==> src/rtl/alu_arbiter.sv <==
// Two-requester round-robin front end for one shared 32-bit ALU with a valid/ready response path.
// Optional feature: define ALU_ARB_OPCHECK_EN to answer op 111 with result 0, zero 1, err 1.

module alu (
  input  logic [2:0]  op,
  input  logic [31:0] a,
  input  logic [31:0] b,
  output logic [31:0] result,
  output logic        zero_bit
);

  always_comb begin
    result = '0;
    case (op)
      3'b000:  result = a & b;
      3'b001:  result = a | b;
      3'b010:  result = a ^ b;
      3'b011:  result = ~(a | b);
      3'b100:  result = {31'd0, ($signed(a) < $signed(b))};
      3'b101:  result = a + b;
      3'b110:  result = a - b;
      default: result = '0;
    endcase
  end

  assign zero_bit = (result == 32'd0);

endmodule

// state | meaning
// IDLE  | no operation outstanding; grant the round-robin winner
// EXEC  | ALU evaluates the latched op/a/b
// RESP  | response held to the owner until it is consumed
module alu_arbiter #(
  parameter bit RR_INIT = 1'b0
) (
  input  logic        clk,
  input  logic        rst,
  input  logic        req0_valid,
  output logic        req0_ready,
  input  logic [2:0]  req0_op,
  input  logic [31:0] req0_a,
  input  logic [31:0] req0_b,
  input  logic        req1_valid,
  output logic        req1_ready,
  input  logic [2:0]  req1_op,
  input  logic [31:0] req1_a,
  input  logic [31:0] req1_b,
  output logic        rsp0_valid,
  input  logic        rsp0_ready,
  output logic [31:0] rsp0_result,
  output logic        rsp0_zero,
  output logic        rsp0_err,
  output logic        rsp1_valid,
  input  logic        rsp1_ready,
  output logic [31:0] rsp1_result,
  output logic        rsp1_zero,
  output logic        rsp1_err,
  output logic        busy
);

  typedef enum logic [1:0] {IDLE, EXEC, RESP} state_t;

  state_t      state, state_nxt;
  logic        prio;
  logic        owner;
  logic [2:0]  op_q;
  logic [31:0] a_q, b_q;
  logic [31:0] res_q;
  logic        zero_q, err_q;

  logic        winner, accept, done;
  logic [31:0] alu_result;
  logic        zero_bit;
  logic [31:0] res_d;
  logic        zero_d, err_d;

  alu u_alu (
    .op       (op_q),
    .a        (a_q),
    .b        (b_q),
    .result   (alu_result),
    .zero_bit (zero_bit)
  );

  // Priority only matters when both requesters are valid.
  assign winner = req1_valid && (!req0_valid || prio);

  always_comb begin
    state_nxt  = state;
    req0_ready = 1'b0;
    req1_ready = 1'b0;
    accept     = 1'b0;
    done       = 1'b0;
    case (state)
      IDLE: begin
        if ((req0_valid || req1_valid) && !rst) begin
          accept     = 1'b1;
          req0_ready = !winner;
          req1_ready = winner;
          state_nxt  = EXEC;
        end
      end
      EXEC: state_nxt = RESP;
      RESP: begin
        done = owner ? rsp1_ready : rsp0_ready;
        if (done) state_nxt = IDLE;
      end
      default: state_nxt = IDLE;
    endcase
  end

`ifdef ALU_ARB_OPCHECK_EN
  always_comb begin
    res_d  = alu_result;
    zero_d = zero_bit;
    err_d  = 1'b0;
    if (op_q == 3'b111) begin
      res_d  = '0;
      zero_d = 1'b1;
      err_d  = 1'b1;
    end
  end
`else
  assign res_d  = alu_result;
  assign zero_d = zero_bit;
  assign err_d  = 1'b0;
`endif

  always_ff @(posedge clk or posedge rst) begin
    if (rst) begin
      state  <= IDLE;
      prio   <= RR_INIT;
      owner  <= 1'b0;
      op_q   <= '0;
      a_q    <= '0;
      b_q    <= '0;
      res_q  <= '0;
      zero_q <= 1'b0;
      err_q  <= 1'b0;
    end else begin
      state <= state_nxt;
      if (accept) begin
        owner <= winner;
        op_q  <= winner ? req1_op : req0_op;
        a_q   <= winner ? req1_a  : req0_a;
        b_q   <= winner ? req1_b  : req0_b;
      end
      if (state == EXEC) begin
        res_q  <= res_d;
        zero_q <= zero_d;
        err_q  <= err_d;
      end
      if (done) prio <= !owner;
    end
  end

  assign rsp0_valid  = (state == RESP) && !owner;
  assign rsp1_valid  = (state == RESP) && owner;
  assign rsp0_result = rsp0_valid ? res_q : '0;
  assign rsp1_result = rsp1_valid ? res_q : '0;
  assign rsp0_zero   = rsp0_valid && zero_q;
  assign rsp1_zero   = rsp1_valid && zero_q;
  assign rsp0_err    = rsp0_valid && err_q;
  assign rsp1_err    = rsp1_valid && err_q;
  assign busy        = (state != IDLE);

endmodule

==> config.mk <==
export PLATFORM = sky130hd
export DESIGN_NAME = alu_arbiter
export DESIGN_NICKNAME = d
export VERILOG_FILES = /design/src/rtl/alu_arbiter.sv
export SDC_FILE = /design/constraint.sdc
export NUM_CORES = 1
export LEC_CHECK = 0
export ABC_AREA = 0
export ABC_CLOCK_PERIOD_IN_PS = 3300
export CAP_MARGIN = 10
export CORE_MARGIN = 10
export CORE_UTILIZATION = 35
export DETAILED_ROUTE_END_ITERATION = 7
export PLACE_DENSITY_LB_ADDON = 0.05
export SYNTH_ARGS = -nofsm -noshare
export SYNTH_HDL_FRONTEND = slang
export SYNTH_SLANG_ARGS = --single-unit
==> constraint.sdc <==
create_clock -name clk -period 3.3 [get_ports clk]
set_input_delay 0.495 -clock clk [delete_from_list [all_inputs] [get_ports clk]]
set_output_delay 0.495 -clock clk [all_outputs]
set_load 0.01 [all_outputs]
# --- Word level (Yosys, flattened, before mapping) ---
# Index checks and enable logic that the tools add are counted.
totals:
  register_bits: 104
  wordCells: 59
  output_inout_bits: 73
op_classes:
  add_sub_neg: 2
  reduce_logical: 17
  n_eq_ne: 10
  order_cmp: 1
  mux: 17
  bitwise: 4
ops:
  columns: ["operator", "n"]
  rows:
  - ["$pmux W32 S7", 1]
  - ["$mux W32", 4]
  - ["$add A32 B32 Y32", 1]
  - ["$and A32 B32 Y32", 1]
  - ["$logic_not A32 Y1", 1]
  - ["$lt A32 B32 Y1", 1]
  - ["$not A32 Y32", 1]
  - ["$or A32 B32 Y32", 1]
  - ["$sub A32 B32 Y32", 1]
  - ["$xor A32 B32 Y32", 1]
  - ["$eq A3 B3 Y1 const B", 3]
  - ["$mux W1", 8]
  - ["$eq A3 B2 Y1 const B", 2]
  - ["$logic_and A1 B1 Y1", 6]
  - ["$pmux W2 S3", 1]
  - ["$logic_not A1 Y1", 4]
  - ["$mux W2", 2]
  - ["$ne A2 B2 Y1 const B", 2]
  - ["$eq A3 B1 Y1 const B", 1]
  - ["$logic_not A3 Y1", 1]
  - ["$mux W3", 1]
  - ["$eq A2 B1 Y1 const B", 1]
  - ["$eq A2 B2 Y1 const B", 1]
  - ["$logic_not A2 Y1", 1]
  - ["3 further kinds", 4]

# --- Longest topological paths before layout ---
logic_depth:
  depth_word: 6
  mapped_depth: 14

# --- Hierarchy ---
# Synthesis repeated with hierarchy kept, for this count alone.
hier_totals:
  hier_cells: 1417
  hier_area_um2: 11025.6
modules_own_cells:
  columns: ["module", "seq_area_each_um2", "cells_per_inst", "instances", "area_each_um2"]
  rows:
  - ["alu", 0.0, 887, 1, 5911.9]
  - ["alu_arbiter", 2602.5, 530, 1, 5113.7]

# --- Worst setup path before layout ---
# OpenSTA, ideal clock, no wires.
synth_path:
  kind: "reg2reg"
  start: "register a_q[10]"
  end: "register zero_q"
  stages_incl_launch_ff: 14
  required_time_ns: 3.205
  path_slack_ns: -0.016
  path_buffers: 0
  synth_period_minus_slack_ns: 3.316
  t_arrival_ns: 3.221
  setup_ns: 0.095
  path_cell_list: "dfrtp_1 inv_1 ha_1 inv_2 a21o_1 a311o_1 a311oi_4 a31oi_2 o21a_1 a21oi_1 xnor2_1 o211ai_1 or4_1 o31ai_1"
synth_between:
  elab_chain_cells: 4
  word_cells_on_any_way: 9
synth_rtl:
  columns: ["element", "line", "source"]
  rows:
  - ["from (decl)", "68", "logic [31:0] a_q, b_q;"]
  - ["from (signal assigned)", "146", "a_q <= winner ? req1_a : req0_a;"]
  - ["branches (longest 2 deep; another with $sub A32 B32 Y32)", null, null]
  - ["$pmux W32 S7 *", "14", "case (op)"]
  - ["$logic_not A32 Y1 *", "26", "assign zero_bit = (result == 32'd0);"]
  - ["to (signal assigned)", "151", "zero_q <= zero_d;"]
  - ["to (decl)", "70", "logic zero_q, err_q;"]
# Every way passes the cells marked *.
# A chain may end at the register's enable or synchronous reset.

# --- Worst setup path after layout ---
layout_path:
  start: "register b_q[0]"
  end: "register zero_q"
layout_between:
  elab_chain_cells: 4
  word_cells_on_any_way: 9
layout_rtl:
  columns: ["element", "line", "source"]
  rows:
  - ["from (decl)", "68", null]
  - ["from (signal assigned)", "147", "b_q <= winner ? req1_b : req0_b;"]
  - ["branches (longest 2 deep; another with $sub A32 B32 Y32)", null, null]
  - ["$pmux W32 S7 *", "14", null]
  - ["$logic_not A32 Y1 *", "26", null]
# Marked as above.

==> flow_summary.toml <==
[die]
start_util = 0.353
row_count = 65
die_x_um = 198
dieArea_mm2 = 0.0391
die_height_um = 198
floorplan.core_area_mm2 = 0.0314
io_pins = 213

[critical_path]
critPathLaunchType = "register"
cp.required_ns = 3.58
critPathMaxFanout = 4
worstPathArrival_ns = 3.82
cp-end-kind = "register"
crit_type = "reg2reg"

[synth]
ys_top_cells_by_count = "nand2_1 (175), o21ai_0 (132), dfrtp_1 (104), ha_1 (103), inv_1 (95)"
postSynth.topFlopCell = "dfrtp_1"
synth_area_leaders = "dfrtp_1 (24%), ha_1 (12%), mux2i_1 (7.7%), o21ai_0 (6.0%), nand2_1 (5.9%)"
ys_ff_latch = 104
netlist_instances = 1428
synth-edff-count = 0
avgSynthCellArea_um2 = 7.75
synth.most_common_cell = "nand2_1"
async_flop_share = 1.00
yosysSeqAreaShare = 0.235
yosys.area.top_type = "dfrtp_1"
synthDistinctLibCells = 92
yosys_warnings = 0
synth_top_area_frac = 0.235
syn_area_mm2 = 0.0111

[placement]
hpwl_um = 37600
placed_cells_incl_taps = 2269
port_buffers = 210
gp_congestion = 0.955

[run_status]
failed_checks = "setup timing"
status = "finished with violations"

[cts]
clock_path_buffers = 2
h-tree-depth = 3
cts_tree = "yes"
clk_latency_ns = 0.37
numCtsBuffers = 9
cts_root_buf = "clkbuf_16"
cts.clk_slew.worst_paths_ns = 0.08
cts_sinks = 104

[cells_and_area]
antenna_cells = 0
fin_nets = 2129
drive_above_1_share = 0.245
fin_cells = 2291
syn2layout_area_growth_pct = 49.8

[global_route]
grt_pass1_wl_um = 69900
grt_max_degree = 136
grt_pass1_vias = 11700
globalRouteTotalUtil = 0.229
antenna_found_initial = 0
gr-total-overflow = 0

[timing]
finalMaxSlewViolations = 0
skew_ns = 0.00777
setup_ws_ns = -0.237
slew_headroom = 0.502
tightest_slew_ns = 0.742
final-setup-viol-count = 1
fin_crit_ns = 3.54
hold_viol = 0
max_freq_mhz = 283
rsz0062_at_grt = "yes"
period_share = 1.07
final.setup.tns_ns = -0.237

[power]
intPower_uw = 10500
comb_power_share = 0.835
power.leakage_uw = 0.00768
power_density_mw_per_mm2 = 1240
p_sw_frac = 0.492
p_seq_frac = 0.113
clkPwrFrac = 0.052
peakVddDrop_mv = 0.437
p_sw_uw = 10100

[drt]
viasPerCell = 5.21
drcViolationCount = 0
wl_um = 45300
ant_nets = 0
via_count = 11900
drtIter0Drc = 795
dr.pass1.iters = 5
routedWlPerCell_um = 19.8

[flow_run]
drv_cap = 0

[min_path]
hp-class = "reg2reg"
[per-stage QoR]
step                      utilization  instance area [um2]  total power [uW]  hold WS, ns  setup WS (ns)
final                           0.528                16600             20600        0.481         -0.237
after global routing            0.528                16600             22200        0.518         -0.445
after CTS                       0.519                16300             19900        0.490         -0.335
after detailed placement        0.504                15800             18400        0.473         -0.692
after global placement          0.504                15800             18300        0.461         -0.602
after floorplan                     -                11100             10600        0.444         0.0324
[worst paths after layout]
path | start | end | slack [ns] | depth (start not counted)
max in group asynchronous | rst | op_q[1] | 2.01 | 3
max reg2reg | b_q[0] | zero_q | -0.24 | 16
min | res_q[28] | res_q[28] | 0.48 | 2
min in group asynchronous | rst | state[0] | 0.58 | 2
min reg2reg | res_q[28] | res_q[28] | 0.48 | 2
max | b_q[0] | zero_q | -0.24 | 16
[worst max-delay path, stage by stage, from the launching register on]
cell      delay, ns
dfrtp_2        0.40
ha_2           0.18
inv_1          0.05
fa_2           0.37
nor2b_4        0.18
o21a_1         0.13
nor2_1         0.05
a221o_1        0.33
a2bb2o_1       0.32
nor4_2         0.25
buf_4          0.15
nand4b_1       0.09
nor4b_2        0.30
buf_4          0.16
and4_1         0.19
nand4_1        0.09
o31ai_1        0.19
[cell usage in the layout (no fill, tap or decap), types with 9 or more instances in the layout]
cell and instances:
a211oi_1 14, a21o_1 19, a21oi_1 55, a21oi_2 12, a22oi_1 9, a31oi_1 11, and2_1 40, and3_1 38
buf_4 323, clkbuf_16 9, clkdlybuf4s50_1 210, dfrtp_1 102, ha_1 91, ha_4 9, inv_1 87, inv_2 12
mux2i_1 85, nand2_1 175, nand2b_1 15, nand3_1 20, nand4_1 13, nor2_1 90, nor2b_1 13, nor3_1 29
o211ai_1 11, o21a_1 10, o21ai_0 126, o31ai_1 15, xnor2_1 38
[flip-flops by register name (all words and copies together) (netlist names)]
register / cells
a_q: 32
b_q: 32
op_q: 3
owner: 1
prio: 1
res_q: 32
state: 2
zero_q: 1
[per-layer routing]
layer	up-vias	GRT usage	share of wire
met2	459	0.318	0.40
met5	-	0	0
met4	0	0.0575	0.016
met1	5473	0.346	0.51
met3	44	0.0462	0.080
li1	5961	-	-
[repair_timing]
item / in CTS / in global routing
buffers inserted: 3 / 4
pin swaps: 8 / 20
hold buffers: 0 / 0
gates cloned: 0 / 0
resized for setup: 29 / 60
endpoints found under the setup margin: 7 / 12
[logic make-up (layout without fill, tap and decap cells)]
| family | count (synthesis) | after routing | share of synthesized area |
|---|---|---|---|
| simple gates | 481 | 481 | 0.211 |
| compound gates | 398 | 398 | 0.241 |
| buf+inv | 202 | 662 | 0.0733 |
| fa+ha+maj | 105 | 105 | 0.120 |
| flops | 104 | 104 | 0.235 |
| mux | 92 | 92 | 0.0840 |
| xor+xnor | 45 | 45 | 0.0356 |
| other cells | 1 | 2 | 0.000339 |
[area by class of cell]
cell class / instances / area [um2]
clock inverters: 6 / 43.8
inverters: 101 / 382
multi-input cells: 1123 / 8090
clock buffers: 10 / 239
fillers: 3032 / 14800
well taps: 402 / 503
flip-flops and latches: 104 / 2610
repair buffers: 545 / 4720
[power by group through the flow]
stage,clock [uW],combinational [uW],sequential [uW]
after detailed placement,0,16100,2350
after CTS,1110,16500,2320
final,1070,17200,2330
after global placement,0,16000,2310
after floorplan,0,8310,2270
after global routing,1150,18600,2410
Note: power is estimated with default switching activity, not from simulation.
